### config.mk
export PLATFORM = sky130hd
export DESIGN_NAME = round_sequencer
export DESIGN_NICKNAME = d
export VERILOG_FILES = /design/src/rtl/round_sequencer.sv
export SDC_FILE = /design/constraint.sdc
export NUM_CORES = 1
export LEC_CHECK = 0
export CAP_MARGIN = 20
export CORE_MARGIN = 10
export CORE_UTILIZATION = 51
export CTS_BUF_LIST = sky130_fd_sc_hd__clkbuf_8
export DETAILED_ROUTE_END_ITERATION = 16
export PLACE_DENSITY = 0.7
export SLEW_MARGIN = 0
export SYNTH_ARGS = -nofsm -noshare
export SYNTH_HDL_FRONTEND = slang
export SYNTH_SLANG_ARGS = --single-unit
### constraint.sdc
create_clock -name clock -period 3.5 [get_ports clock]
set_input_delay 0.875 -clock clock [delete_from_list [all_inputs] [get_ports clock]]
set_output_delay 0.875 -clock clock [all_outputs]
set_load 0.05 [all_outputs]
### src/rtl/round_sequencer.sv
// round_sequencer
// Stores a short sequence of prompt codes, plays it back one prompt per tick
// (each prompt followed by a blank slot of equal length), then collects user
// actions and compares them against the stored sequence.
//
// Parameters
//   DEPTH          maximum sequence length in prompts
//   TICK_DIV       clock cycles per prompt tick (2 or more)
//   TIMEOUT_TICKS  ticks allowed between user actions while collecting
//
// Ports
//   clock        system clock, rising edge
//   reset        synchronous, active-low reset
//   start        begin a round (level-sampled in IDLE)
//   append       append append_code to the sequence (IDLE only)
//   append_code  prompt code: 0 toggle, 1 push, 2 mic, 3 mouse
//   clear        empty the sequence (IDLE only)
//   user_valid   single-cycle user action strobe (COLLECT only)
//   user_code    user action code
//   prompt       displayed prompt: 0 none, otherwise code+1
//   busy         high in every state except IDLE
//   done         one-cycle round-complete pulse
//   pass         round result, qualified by done
//   length       current sequence length
module round_sequencer #(
    parameter int DEPTH         = 16,
    parameter int TICK_DIV      = 25000000,
    parameter int TIMEOUT_TICKS = 10
) (
    input  logic       clock,
    input  logic       reset,
    input  logic       start,
    input  logic       append,
    input  logic [1:0] append_code,
    input  logic       clear,
    input  logic       user_valid,
    input  logic [1:0] user_code,
    output logic [2:0] prompt,
    output logic       busy,
    output logic       done,
    output logic       pass,
    output logic [4:0] length
);

    localparam int AW = (DEPTH > 1) ? $clog2(DEPTH) : 1;
    localparam int TW = $clog2(TICK_DIV);
    localparam int OW = $clog2(TIMEOUT_TICKS + 1);

    localparam logic [4:0]    DEPTH_L     = 5'(DEPTH);
    localparam logic [TW-1:0] TICK_RELOAD = TW'(TICK_DIV - 1);
    localparam logic [OW-1:0] TIMEOUT_L   = OW'(TIMEOUT_TICKS);

    typedef enum logic [2:0] {
        IDLE     = 3'd0,
        SHOW_ON  = 3'd1,
        SHOW_OFF = 3'd2,
        COLLECT  = 3'd3,
        RESULT   = 3'd4
    } state_t;

    state_t        state_reg, state_next;
    logic [4:0]    len_reg, len_next;
    logic [4:0]    index_reg, index_next;
    logic [TW-1:0] tick_reg, tick_next;
    logic [OW-1:0] timeout_reg, timeout_next;
    logic          pass_reg, pass_next;
    logic          mem_we;

    logic [1:0] mem [DEPTH];

    logic       tick;
    logic       last;
    logic [1:0] cur_code;

    assign tick     = (tick_reg == '0);
    assign last     = (index_reg == len_reg - 5'd1);
    assign cur_code = mem[index_reg[AW-1:0]];
    assign length   = len_reg;

    // Sequence storage; contents survive reset and clear, only length moves.
    always_ff @(posedge clock) begin
        if (mem_we) begin
            mem[len_reg[AW-1:0]] <= append_code;
        end
    end

    // State register
    always_ff @(posedge clock) begin
        if (!reset) begin
            state_reg   <= IDLE;
            len_reg     <= '0;
            index_reg   <= '0;
            tick_reg    <= '0;
            timeout_reg <= '0;
            pass_reg    <= 1'b0;
        end else begin
            state_reg   <= state_next;
            len_reg     <= len_next;
            index_reg   <= index_next;
            tick_reg    <= tick_next;
            timeout_reg <= timeout_next;
            pass_reg    <= pass_next;
        end
    end

    // Next-state logic
    always_comb begin
        state_next   = state_reg;
        len_next     = len_reg;
        index_next   = index_reg;
        tick_next    = tick_reg;
        timeout_next = timeout_reg;
        pass_next    = pass_reg;
        mem_we       = 1'b0;

        case (state_reg)
            IDLE: begin
                // start wins over clear, which wins over append
                if (start) begin
                    if (len_reg == 5'd0) begin
                        state_next = RESULT;
                        pass_next  = 1'b0;
                    end else begin
                        state_next = SHOW_ON;
                        index_next = '0;
                        tick_next  = TICK_RELOAD;
                    end
                end else if (clear) begin
                    len_next = '0;
                end else if (append && (len_reg < DEPTH_L)) begin
                    mem_we   = 1'b1;
                    len_next = len_reg + 5'd1;
                end
            end

            SHOW_ON: begin
                tick_next = tick ? TICK_RELOAD : tick_reg - TW'(1);
                if (tick) begin
                    state_next = SHOW_OFF;
                end
            end

            SHOW_OFF: begin
                tick_next = tick ? TICK_RELOAD : tick_reg - TW'(1);
                if (tick) begin
                    if (!last) begin
                        index_next = index_reg + 5'd1;
                        state_next = SHOW_ON;
                    end else begin
                        index_next   = '0;
                        timeout_next = '0;
                        state_next   = COLLECT;
                    end
                end
            end

            COLLECT: begin
                // A user action in the same cycle as a tick swallows the tick.
                if (user_valid) begin
                    tick_next    = TICK_RELOAD;
                    timeout_next = '0;
                    if (user_code != cur_code) begin
                        state_next = RESULT;
                        pass_next  = 1'b0;
                    end else if (last) begin
                        state_next = RESULT;
                        pass_next  = 1'b1;
                    end else begin
                        index_next = index_reg + 5'd1;
                    end
                end else begin
                    tick_next = tick ? TICK_RELOAD : tick_reg - TW'(1);
                    if (tick) begin
                        if (timeout_reg + OW'(1) == TIMEOUT_L) begin
                            state_next = RESULT;
                            pass_next  = 1'b0;
                        end else begin
                            timeout_next = timeout_reg + OW'(1);
                        end
                    end
                end
            end

            RESULT: begin
                state_next = IDLE;
                pass_next  = 1'b0;
            end

            default: begin
                state_next = IDLE;
            end
        endcase
    end

    // Output decode from registered state
    always_comb begin
        prompt = 3'd0;
        if (state_reg == SHOW_ON) begin
            prompt = {1'b0, cur_code} + 3'd1;
        end
        busy = (state_reg != IDLE);
        done = (state_reg == RESULT);
        pass = (state_reg == RESULT) && pass_reg;
    end

endmodule

==> impl_metrics.xml <==
<?xml version="1.0" encoding="UTF-8"?>
<metrics>
  <group name="placement">
    <metric name="dp_hpwl" unit="mm">5.76</metric>
    <metric name="routabilityCongestion" unit="">0.838</metric>
    <metric name="number_of_buffers_added_on_ports" unit="">20</metric>
    <metric name="placement.setup.worst_slack" unit="ns">0.235</metric>
  </group>
  <group name="clocking">
    <metric name="worst_setup_hold_path_clk_slew" unit="ns">0.09</metric>
    <metric name="post-cts-setup-buffer-count" unit="">0</metric>
    <metric name="cts.sink_count" unit="">79</metric>
    <metric name="maximum_number_of_buffers_from_clock_root_to_sink" unit="">2</metric>
    <metric name="maximum_level_of_the_cts_h_tree" unit="">3</metric>
    <metric name="cts_tree" unit="">done</metric>
    <metric name="clock_root_buffer" unit="">sky130_fd_sc_hd__clkbuf_8</metric>
    <metric name="insertion_delay" unit="ns">0.36</metric>
    <metric name="cts_hold_buf" unit="">0</metric>
    <metric name="post_cts.resized_instances" unit="">0</metric>
    <metric name="numCtsBuffers" unit="">9</metric>
  </group>
  <group name="route">
    <metric name="detail_route.iter0.violations" unit="">112</metric>
    <metric name="drt-vias-per-instance" unit="">5.63</metric>
    <metric name="route.final.wire_length" unit="mm">8.07</metric>
    <metric name="ant_nets" unit="">0</metric>
    <metric name="wl_per_cell" unit="um">15.6</metric>
    <metric name="route.vias.total" unit="">2918</metric>
    <metric name="post-route-drc-count" unit="">0</metric>
    <metric name="drt_pass1_iterations" unit="">4</metric>
  </group>
  <group name="global_routing">
    <metric name="grt_antenna_before_repair" unit="">0</metric>
    <metric name="globalRouteOverflowTotal" unit="">0</metric>
    <metric name="wire_length_of_the_first_global_routing_pass" unit="mm">13.5</metric>
    <metric name="first_global_vias" unit="">2816</metric>
    <metric name="grt_util_all_layers" unit="%">14.2</metric>
    <metric name="grt_start_max_net_pins" unit="">31</metric>
  </group>
  <group name="logic_synthesis">
    <metric name="yosys_warnings" unit="">0</metric>
    <metric name="number_of_synthesized_flops_with_an_enable_pin" unit="">32</metric>
    <metric name="synth_seq_cells" unit="">79</metric>
    <metric name="ys_async_sr_fraction" unit="%">0</metric>
    <metric name="simple_gate_share_of_the_synthesized_area" unit="%">21.7</metric>
    <metric name="synth.mux.area_fraction" unit="%">5.98</metric>
    <metric name="synth.cell_area" unit="sq um">3980</metric>
    <metric name="avgSynthCellArea" unit="sq um">10.3</metric>
    <metric name="syn_nets" unit="">407</metric>
    <metric name="main_combinational_cell_family_by_area_after_synthesis" unit="">simple AND/OR/NAND/NOR gates</metric>
    <metric name="compound_gate_portion_of_the_synthesized_area" unit="%">11.4</metric>
    <metric name="post_synth_xor_area_fraction" unit="%">6.61</metric>
    <metric name="synthesis.instances" unit="">387</metric>
    <metric name="synth_top_flop_cell" unit="">sky130_fd_sc_hd__dfxtp_1</metric>
    <metric name="yosys.area_share.adder" unit="%">3.15</metric>
    <metric name="synthDistinctLibCells" unit="">61</metric>
    <metric name="ys_seq_area_share" unit="%">47.8</metric>
  </group>
  <group name="sta">
    <metric name="final_max_slew_viol_count" unit="">0</metric>
    <metric name="final.period_utilization" unit="%">96.1</metric>
    <metric name="final.setup.tns" unit="ns">0</metric>
    <metric name="pin_slew_with_the_least_headroom_to_its_limit" unit="ns">0.743</metric>
    <metric name="final_hold_viol_count" unit="">0</metric>
    <metric name="setup_ws" unit="ns">0.137</metric>
    <metric name="finalClockSkew" unit="ns">0.0156</metric>
    <metric name="layout_min_cycle_time" unit="ns">3.36</metric>
    <metric name="setup_viol" unit="">0</metric>
    <metric name="rsz0062_at_grt" unit="">no</metric>
    <metric name="max_freq" unit="MHz">297</metric>
    <metric name="relative_slew_slack" unit="%">50.0</metric>
  </group>
  <group name="cells_and_area">
    <metric name="layout_area_growth_over_synthesis" unit="%">12.2</metric>
    <metric name="antennaDiodeCount" unit="">0</metric>
    <metric name="finish.utilization" unit="%">58.4</metric>
    <metric name="fin_nets" unit="">431</metric>
    <metric name="multi_input_area" unit="sq um">1940</metric>
    <metric name="seqCellArea" unit="sq um">1900</metric>
    <metric name="largest_reg_flops" unit="">32</metric>
    <metric name="layout-drive-gt1-share" unit="%">13.2</metric>
    <metric name="n_fill_cell" unit="">671</metric>
  </group>
  <group name="floorplan">
    <metric name="num_rows" unit="">32</metric>
    <metric name="start_util" unit="%">52.0</metric>
    <metric name="fp.dieH" unit="um">108</metric>
    <metric name="design.portCount" unit="">21</metric>
    <metric name="placeableCoreArea" unit="sq um">7650</metric>
    <metric name="die_w" unit="um">108</metric>
    <metric name="dieArea" unit="sq um">11700</metric>
  </group>
  <group name="pwr">
    <metric name="power.leakage" unit="nW">1.51</metric>
    <metric name="combinationalPowerShare" unit="%">16.8</metric>
    <metric name="total_switching_power" unit="uW">575</metric>
    <metric name="ir_worst_vdd" unit="mV">0.338</metric>
    <metric name="cellPowerDensity" unit="nW/um^2">441</metric>
    <metric name="internal_power" unit="mW">1.40</metric>
    <metric name="power_switching_share" unit="%">29.2</metric>
    <metric name="total_power" unit="mW">1.97</metric>
    <metric name="power.share.clock" unit="%">31.3</metric>
    <metric name="seqPwrFrac" unit="%">51.9</metric>
  </group>
  <group name="worst_setup_path">
    <metric name="worst_setup_path_end_kind" unit="">output port</metric>
    <metric name="start_kind" unit="">register</metric>
    <metric name="path_max_fanout" unit="">7</metric>
    <metric name="critPathKind" unit="">reg -&gt; out</metric>
    <metric name="slowest_delay" unit="ns">0.55</metric>
    <metric name="timing.critical_path.slowest_stage_cell" unit="">sky130_fd_sc_hd__mux4_2</metric>
    <metric name="timing.critical_path.arrival" unit="ns">2.49</metric>
    <metric name="worstPathCellList" unit="">mux4_2, mux2_2, nor2_1, a21oi_1, ha_1, and2_1, buf_12</metric>
    <metric name="r2r_slack" unit="ns">0.32</metric>
    <metric name="timing.critical_path.required" unit="ns">2.62</metric>
    <metric name="reg2regPathDepth" unit="">7</metric>
    <metric name="cp-endpoint" unit="">prompt[1]</metric>
    <metric name="timing.rr.start" unit="">tick_reg[9]</metric>
  </group>
  <group name="status">
    <metric name="status" unit="">finished, final reports clean</metric>
  </group>
  <group name="hold_path">
    <metric name="hp-class" unit="">reg -&gt; reg</metric>
  </group>
  <group name="flow_run">
    <metric name="max_cap_viol_count" unit="">0</metric>
  </group>
</metrics>
## logic make-up after synthesis
family,after synthesis
xor+xnor,30
flops,79
mux,16
fa+ha+maj,10
simple gates,159
compound gates,68
buf+inv,25
## through the flow
stage / instances / hold WS, ns / cell area (sq um)
detailed placement: 502 / 0.493 / 4290
finish: 518 / 0.502 / 4460
global route: 518 / 0.535 / 4460
floorplan: 387 / 0.462 / 3980
CTS: 518 / 0.505 / 4460
global placement: 502 / 0.474 / 4290
## layer usage
| layer | GRT usage (%) | vias to the layer above | part of all wire [%] |
|---|---|---|---|
| li1 | - | 1459 | - |
| met1 | 18.5 | 1383 | 46 |
| met2 | 22.8 | 66 | 48 |
| met3 | 3.09 | 10 | 4.5 |
| met4 | 4.71 | 0 | 0.90 |
| met5 | 0 | - | 0 |
## layout make-up
class	count	area share (%)
multi-input combinational	283	43.5
clock inverter	7	1.21
sequential	79	42.6
timing repair buffer	31	6.45
inverter	7	0.589
tap	102	2.86
clock buffer	9	2.78
## worst min path at each step
| stage | start | to | slack (ns) | cells after the start |
|---|---|---|---|---|
| floorplan | timeout_reg[1] | timeout_reg[1] | 0.46 | 2 |
| global placement | timeout_reg[1] | timeout_reg[1] | 0.47 | 2 |
| detailed placement | timeout_reg[3] | timeout_reg[3] | 0.49 | 2 |
| CTS | timeout_reg[3] | timeout_reg[3] | 0.51 | 2 |
| global route | timeout_reg[1] | timeout_reg[1] | 0.54 | 2 |
| finish | timeout_reg[3] | timeout_reg[3] | 0.50 | 2 |
## power groups by stage
stage          registers, mW  logic, mW  clock network [mW]
3_5_place_dp            1.04      0.328                   0
3_3_place_gp            1.04      0.327                   0
2_1_floorplan           1.04      0.253                   0
6_report                1.02      0.332               0.616
5_1_grt                 1.03      0.367               0.667
4_1_cts                 1.02      0.331               0.635
## worst max-delay path, delay by kind of cell, from the launching register on
family | cells | cell delay [ns]
compound gates | 1 | 0.06
fa+ha+maj | 1 | 0.29
buf+inv | 1 | 0.15
flops | 1 | 0.52
mux | 2 | 0.86
simple gates | 2 | 0.25
## cells in the mapped netlist, drive strengths merged, types with 8 or more instances
master | count | area [sq um]
nand2 | 25 | 93.8
mux2i | 8 | 80.1
a21oi | 26 | 130
dfxtp | 47 | 941
xor2 | 14 | 123
clkbuf | 15 | 86.3
nor3 | 8 | 40.0
nor4 | 11 | 83.8
nor2b | 8 | 50.1
ha | 10 | 125
nand3 | 10 | 50.1
nor2 | 47 | 176
xnor2 | 16 | 140
edfxtp | 32 | 961
## layout by cell type, fill, tap and decap left out, types with 3 or more instances in the layout
| cell type | count |
|---|---|
| sky130_fd_sc_hd__edfxtp_1 | 32 |
| sky130_fd_sc_hd__nor2_1 | 47 |
| sky130_fd_sc_hd__or4_1 | 5 |
| sky130_fd_sc_hd__o31ai_1 | 4 |
| sky130_fd_sc_hd__mux4_2 | 6 |
| sky130_fd_sc_hd__or2_2 | 4 |
| sky130_fd_sc_hd__nor2b_1 | 8 |
| sky130_fd_sc_hd__a21oi_1 | 26 |
| sky130_fd_sc_hd__inv_6 | 3 |
| sky130_fd_sc_hd__xor2_1 | 14 |
| sky130_fd_sc_hd__nand3_1 | 10 |
| sky130_fd_sc_hd__nor3b_1 | 5 |
| sky130_fd_sc_hd__dfxtp_1 | 47 |
| sky130_fd_sc_hd__clkbuf_8 | 9 |
| sky130_fd_sc_hd__clkdlybuf4s50_1 | 17 |
| sky130_fd_sc_hd__and2_1 | 5 |
| sky130_fd_sc_hd__nor3_1 | 8 |
| sky130_fd_sc_hd__buf_4 | 13 |
| sky130_fd_sc_hd__ha_1 | 10 |
| sky130_fd_sc_hd__nand2b_1 | 4 |
| sky130_fd_sc_hd__nand2_1 | 25 |
| sky130_fd_sc_hd__inv_1 | 7 |
| sky130_fd_sc_hd__mux2i_1 | 8 |
| sky130_fd_sc_hd__or3_1 | 5 |
| sky130_fd_sc_hd__xnor2_1 | 16 |
| sky130_fd_sc_hd__nor4_1 | 10 |
| sky130_fd_sc_hd__a31oi_1 | 3 |
| sky130_fd_sc_hd__a211oi_1 | 4 |
| sky130_fd_sc_hd__o21ai_0 | 6 |
| sky130_fd_sc_hd__nand3b_1 | 7 |
Note: power is estimated with default switching activity, not from simulation.
==> RTL change 1: new RTL, config.mk and constraints unchanged <==
Reset style: asynchronous (`reset`), changed in one clocked block. Comments in the files are not updated.
--- a/src/rtl/round_sequencer.sv
+++ b/src/rtl/round_sequencer.sv
@@ -86,5 +86,5 @@
 
     // State register
-    always_ff @(posedge clock) begin
+    always_ff @(posedge clock or negedge reset) begin
         if (!reset) begin
             state_reg   <= IDLE;
Check against the original RTL: differs if reset is asserted again (counterexample within 4 cycles, from zero or initial values and one cycle with reset low); with reset held inactive, the same outputs for 10 cycles.
==> RTL change 1 against the original RTL <==
Cell area up 3.3%; setup slack better by 0.079 ns; critical path type unchanged; non-clock buffer count down 6; sequential cell count down 4; synthesized area up 3.5%; global-route usage up 1.2 points; routed wire length up 8.1%.
Power is not compared: it rests on default switching activity, and its combinational part moved more than twofold at a synthesized area within 25%.
==> RTL change 1: results <==
[routing]
wire_per_inst_um = 16.18
finalWirelength_mm = 8.719
num_vias = 3173
drtIter0Drc = 241
drt_first_pass_iters = 5

[clock_network]
cts_setup_buffers = 0
insertion_delay_ns = 0.35
clkSlewWorstSetupHoldPaths_ns = 0.07
h-tree-depth = 3

[placed_design]
pre_cts_ws_ns = 0.3923
dp_hpwl_mm = 6.207
place_congestion = 0.8709
dp.cells = 523
place_area_mm2 = 0.004422

[sta]
finClkSkew_ns = 0.007827
slew_headroom_pct = 26.87
timing.hold.ws_ns = 0.4784

[grt]
grtUsageTotal_pct = 15.35
antenna_found_initial = 0
grt_pass1_wl_mm = 14.60
grt_pass1_vias = 2949
grt_max_degree = 44

[power]
peakVddDrop_uv = 263.8
p_leak_uw = 0.001669
powerComb_uw = 853
switching_share_pct = 37.67

[run_status]
status = finished clean

[logic_synthesis]
synth-seq-area-share_pct = 49.48
synth_edf_count = 32
synth-async-reset-ratio_pct = 57.33
ys_types = 63
ys_dominant_reg_cell = dfrtp_1
synthTopCellsByCount = dfrtp_1, nor2_1, nand2_1
synth_fp_nets = 434
syn_area_per_cell_um2 = 9.943
synth.area.top_cells = dfrtp_1, edfxtp_1, mux2i_1, nor2_1, nand2_1

[hold_path]
whs_path_depth = 1
hp-start = tick_reg[23]$_DFFE_PN0P_
min_path_type = register to register
holdPathEnd = tick_reg[23]$_DFFE_PN0P_

[worst_setup_path]
regToRegEndpoint = index_reg[3]$_DFFE_PN0P_
r2r_cells = 8
worstPathMaxFanout = 15
cp_slowest_cell = dfrtp_2
cp.arrival_ns = 2.41
r2r-start = length[0]$_DFFE_PN0P_
cpLargestDelayFamily = multiplexers
rrSetupSlack_ns = 0.70

[final_layout]
drive_gt1_share_pct = 8.696
num-fill-cells = 661
fin_nets = 452
==> RTL change 1: changes by cell type after synthesis, moves of 9 or more <==
cell     delta
and3_1      +9
o21ai_0    +20
nor3_1      +9
dfrtp_1    +43
nand2_1    +10
mux2i_1    +11
and2_1     +11
dfxtp_1    -47
==> RTL change 1: worst max path at each step <==
stage                     depth (start not counted)   endpoint  slack [ns]                     start
after detailed placement                          6  prompt[1]        0.39  index_reg[1]$_DFFE_PN0P_
after global routing                              6  prompt[1]        0.09  index_reg[1]$_DFFE_PN0P_
final                                             6  prompt[1]        0.22  index_reg[1]$_DFFE_PN0P_
after floorplan                                   7  prompt[0]        0.32  index_reg[3]$_DFFE_PN0P_
after global placement                            6  prompt[1]        0.45  index_reg[1]$_DFFE_PN0P_
after CTS                                         6  prompt[1]       0.003  index_reg[1]$_DFFE_PN0P_
==> RTL change 1: layout make-up <==
cell class | instances | area (um2) | area share (%)
clock buffer | 9 | 123.9 | 2.688
inverter | 12 | 45.04 | 0.9775
sequential | 75 | 2039 | 44.26
multi-input combinational | 309 | 1974 | 42.85
clock inverter | 7 | 60.06 | 1.303
timing repair buffer | 25 | 237.7 | 5.159
tap | 102 | 127.6 | 2.769
==> RTL change 1: logic make-up (layout without fill, tap and decap cells) <==
kind of cell | after synthesis | after routing | share of synthesized area (%)
AOI/OAI and AO/OA | 89 | 89 | 14.10
and+or+nand+nor | 173 | 173 | 21.67
DFF | 75 | 75 | 49.48
adders and majority gates | 10 | 10 | 3.040
xor gates and xnor gates | 16 | 16 | 3.404
buffers and inverters | 30 | 53 | 2.857
muxes | 21 | 21 | 5.441
==> RTL change 1: routing by layer <==
layer	vias to the layer above	global-route usage (%)	part of all wire (%)
li1	1547	-	-
met1	1522	21.60	49
met2	92	21.55	43
met3	12	4.389	6.8
met4	0	6.320	1.6
met5	-	0	0
==> RTL change 2: new RTL, same flow settings <==
Without the edit above. The parameter `TIMEOUT_TICKS` goes from 10 to 5.
--- a/src/rtl/round_sequencer.sv
+++ b/src/rtl/round_sequencer.sv
@@ -26,5 +26,5 @@
     parameter int DEPTH         = 16,
     parameter int TICK_DIV      = 25000000,
-    parameter int TIMEOUT_TICKS = 10
+    parameter int TIMEOUT_TICKS = 5
 ) (
     input  logic       clock,
Function: no difference found for any inputs over 10 cycles, from zero or initial values and one cycle with reset low; that may be too few to reach the edited logic, so the function may still have changed.
==> RTL change 2 against the original RTL <==
Critical path depth decreased by 2; die area up 0.64%; cell count is 1.4% lower; routed wire length rose by 8.6%; synthesized area up 0.79%; clock skew rose by 0.0014 ns; cell area increased by 1.2%; setup slack got worse by 0.052 ns; sequential cell count is 1 lower.
Power is not compared: it rests on default switching activity, and its combinational part moved more than twofold at a synthesized area within 25%.
==> RTL change 2: results <==
[hold_path]
min_path_type = register to register
hp-start = pass_reg$_SDFFE_PN0P_
holdPathEnd = pass_reg$_SDFFE_PN0P_

[sta]
finClkSkew_ns = 0.01697

[routing]
wire_per_inst_um = 17.15
drt_first_pass_iters = 4
drtIter0Drc = 211
num_vias = 3004

[worst_setup_path]
r2r_cells = 6
rrSetupSlack_ns = 0.75
worstPathMaxFanout = 5
cp.arrival_ns = 2.54

[grt]
grt_max_degree = 27
grt_pass1_wl_mm = 14.68

[logic_synthesis]
synth.area.top_cells = edfxtp_1, dfxtp_1, mux4_2, ha_1, a21boi_1
synth-seq-area-share_pct = 46.96
synth_fp_nets = 404
ys_types = 60
synthTopCellsByCount = dfxtp_1, edfxtp_1, nand2_1

[placed_design]
place_area_mm2 = 0.004312
place_congestion = 0.8750
dp_hpwl_mm = 6.411

[run_status]
status = finished clean

[final_layout]
drive_gt1_share_pct = 10.02
num-fill-cells = 653
fin_nets = 425
## RTL change 2: cell count changes in the layout (fill, tap and decap cells not counted), moves of 10 or more
cell	before	now
and2_1	5	20
nor2_1	47	20
o21ai_1	1	14
nor3_1	8	18
and3_1	1	13
a21boi_1	0	17
a21oi_1	26	10
## RTL change 2: cells by family (layout without fill, tap and decap cells)
family / Yosys count / in the layout / synth area share (%)
adders and majority gates: 11 / 11 / 3.434
buffers and inverters: 25 / 51 / 2.591
xor gates and xnor gates: 23 / 23 / 5.026
AOI/OAI and AO/OA: 77 / 77 / 13.64
muxes: 12 / 12 / 6.119
DFF: 78 / 78 / 46.96
and+or+nand+nor: 157 / 157 / 22.23
## RTL change 2: area by class of cell
| class | instances | area [um2] | share of cell area (%) |
|---|---|---|---|
| repair buffers | 25 | 242.7 | 5.372 |
| multi-input cells | 280 | 2022 | 44.75 |
| clock inverters | 7 | 81.33 | 1.800 |
| clock buffers | 9 | 123.9 | 2.742 |
| flip-flops and latches | 78 | 1883 | 41.68 |
| inverters | 10 | 37.54 | 0.8308 |
| well taps | 102 | 127.6 | 2.825 |
## RTL change 2: per-stage QoR
step	hold WS (ns)	util, %	cells
final	0.4751	58.77	511
after global routing	0.5184	58.77	511
after CTS	0.4796	58.76	511
after detailed placement	0.4660	56.09	495
after global placement	0.4599	56.09	495
after floorplan	0.4387	-	383
## RTL change 2: tightest hold or removal path: stages, from the launching register on
cell,delay (ns)
dfxtp_1,0.32
o31ai_1,0.06
a21boi_1,0.06
## RTL change 2: layer usage
| layer | track usage, % | wire, um |
|---|---|---|
| met3 | 3.127 | 425 |
| met2 | 24.31 | 4143 |
| met5 | 0 | 0 |
| met4 | 6.874 | 164 |
| met1 | 20.81 | 4029 |
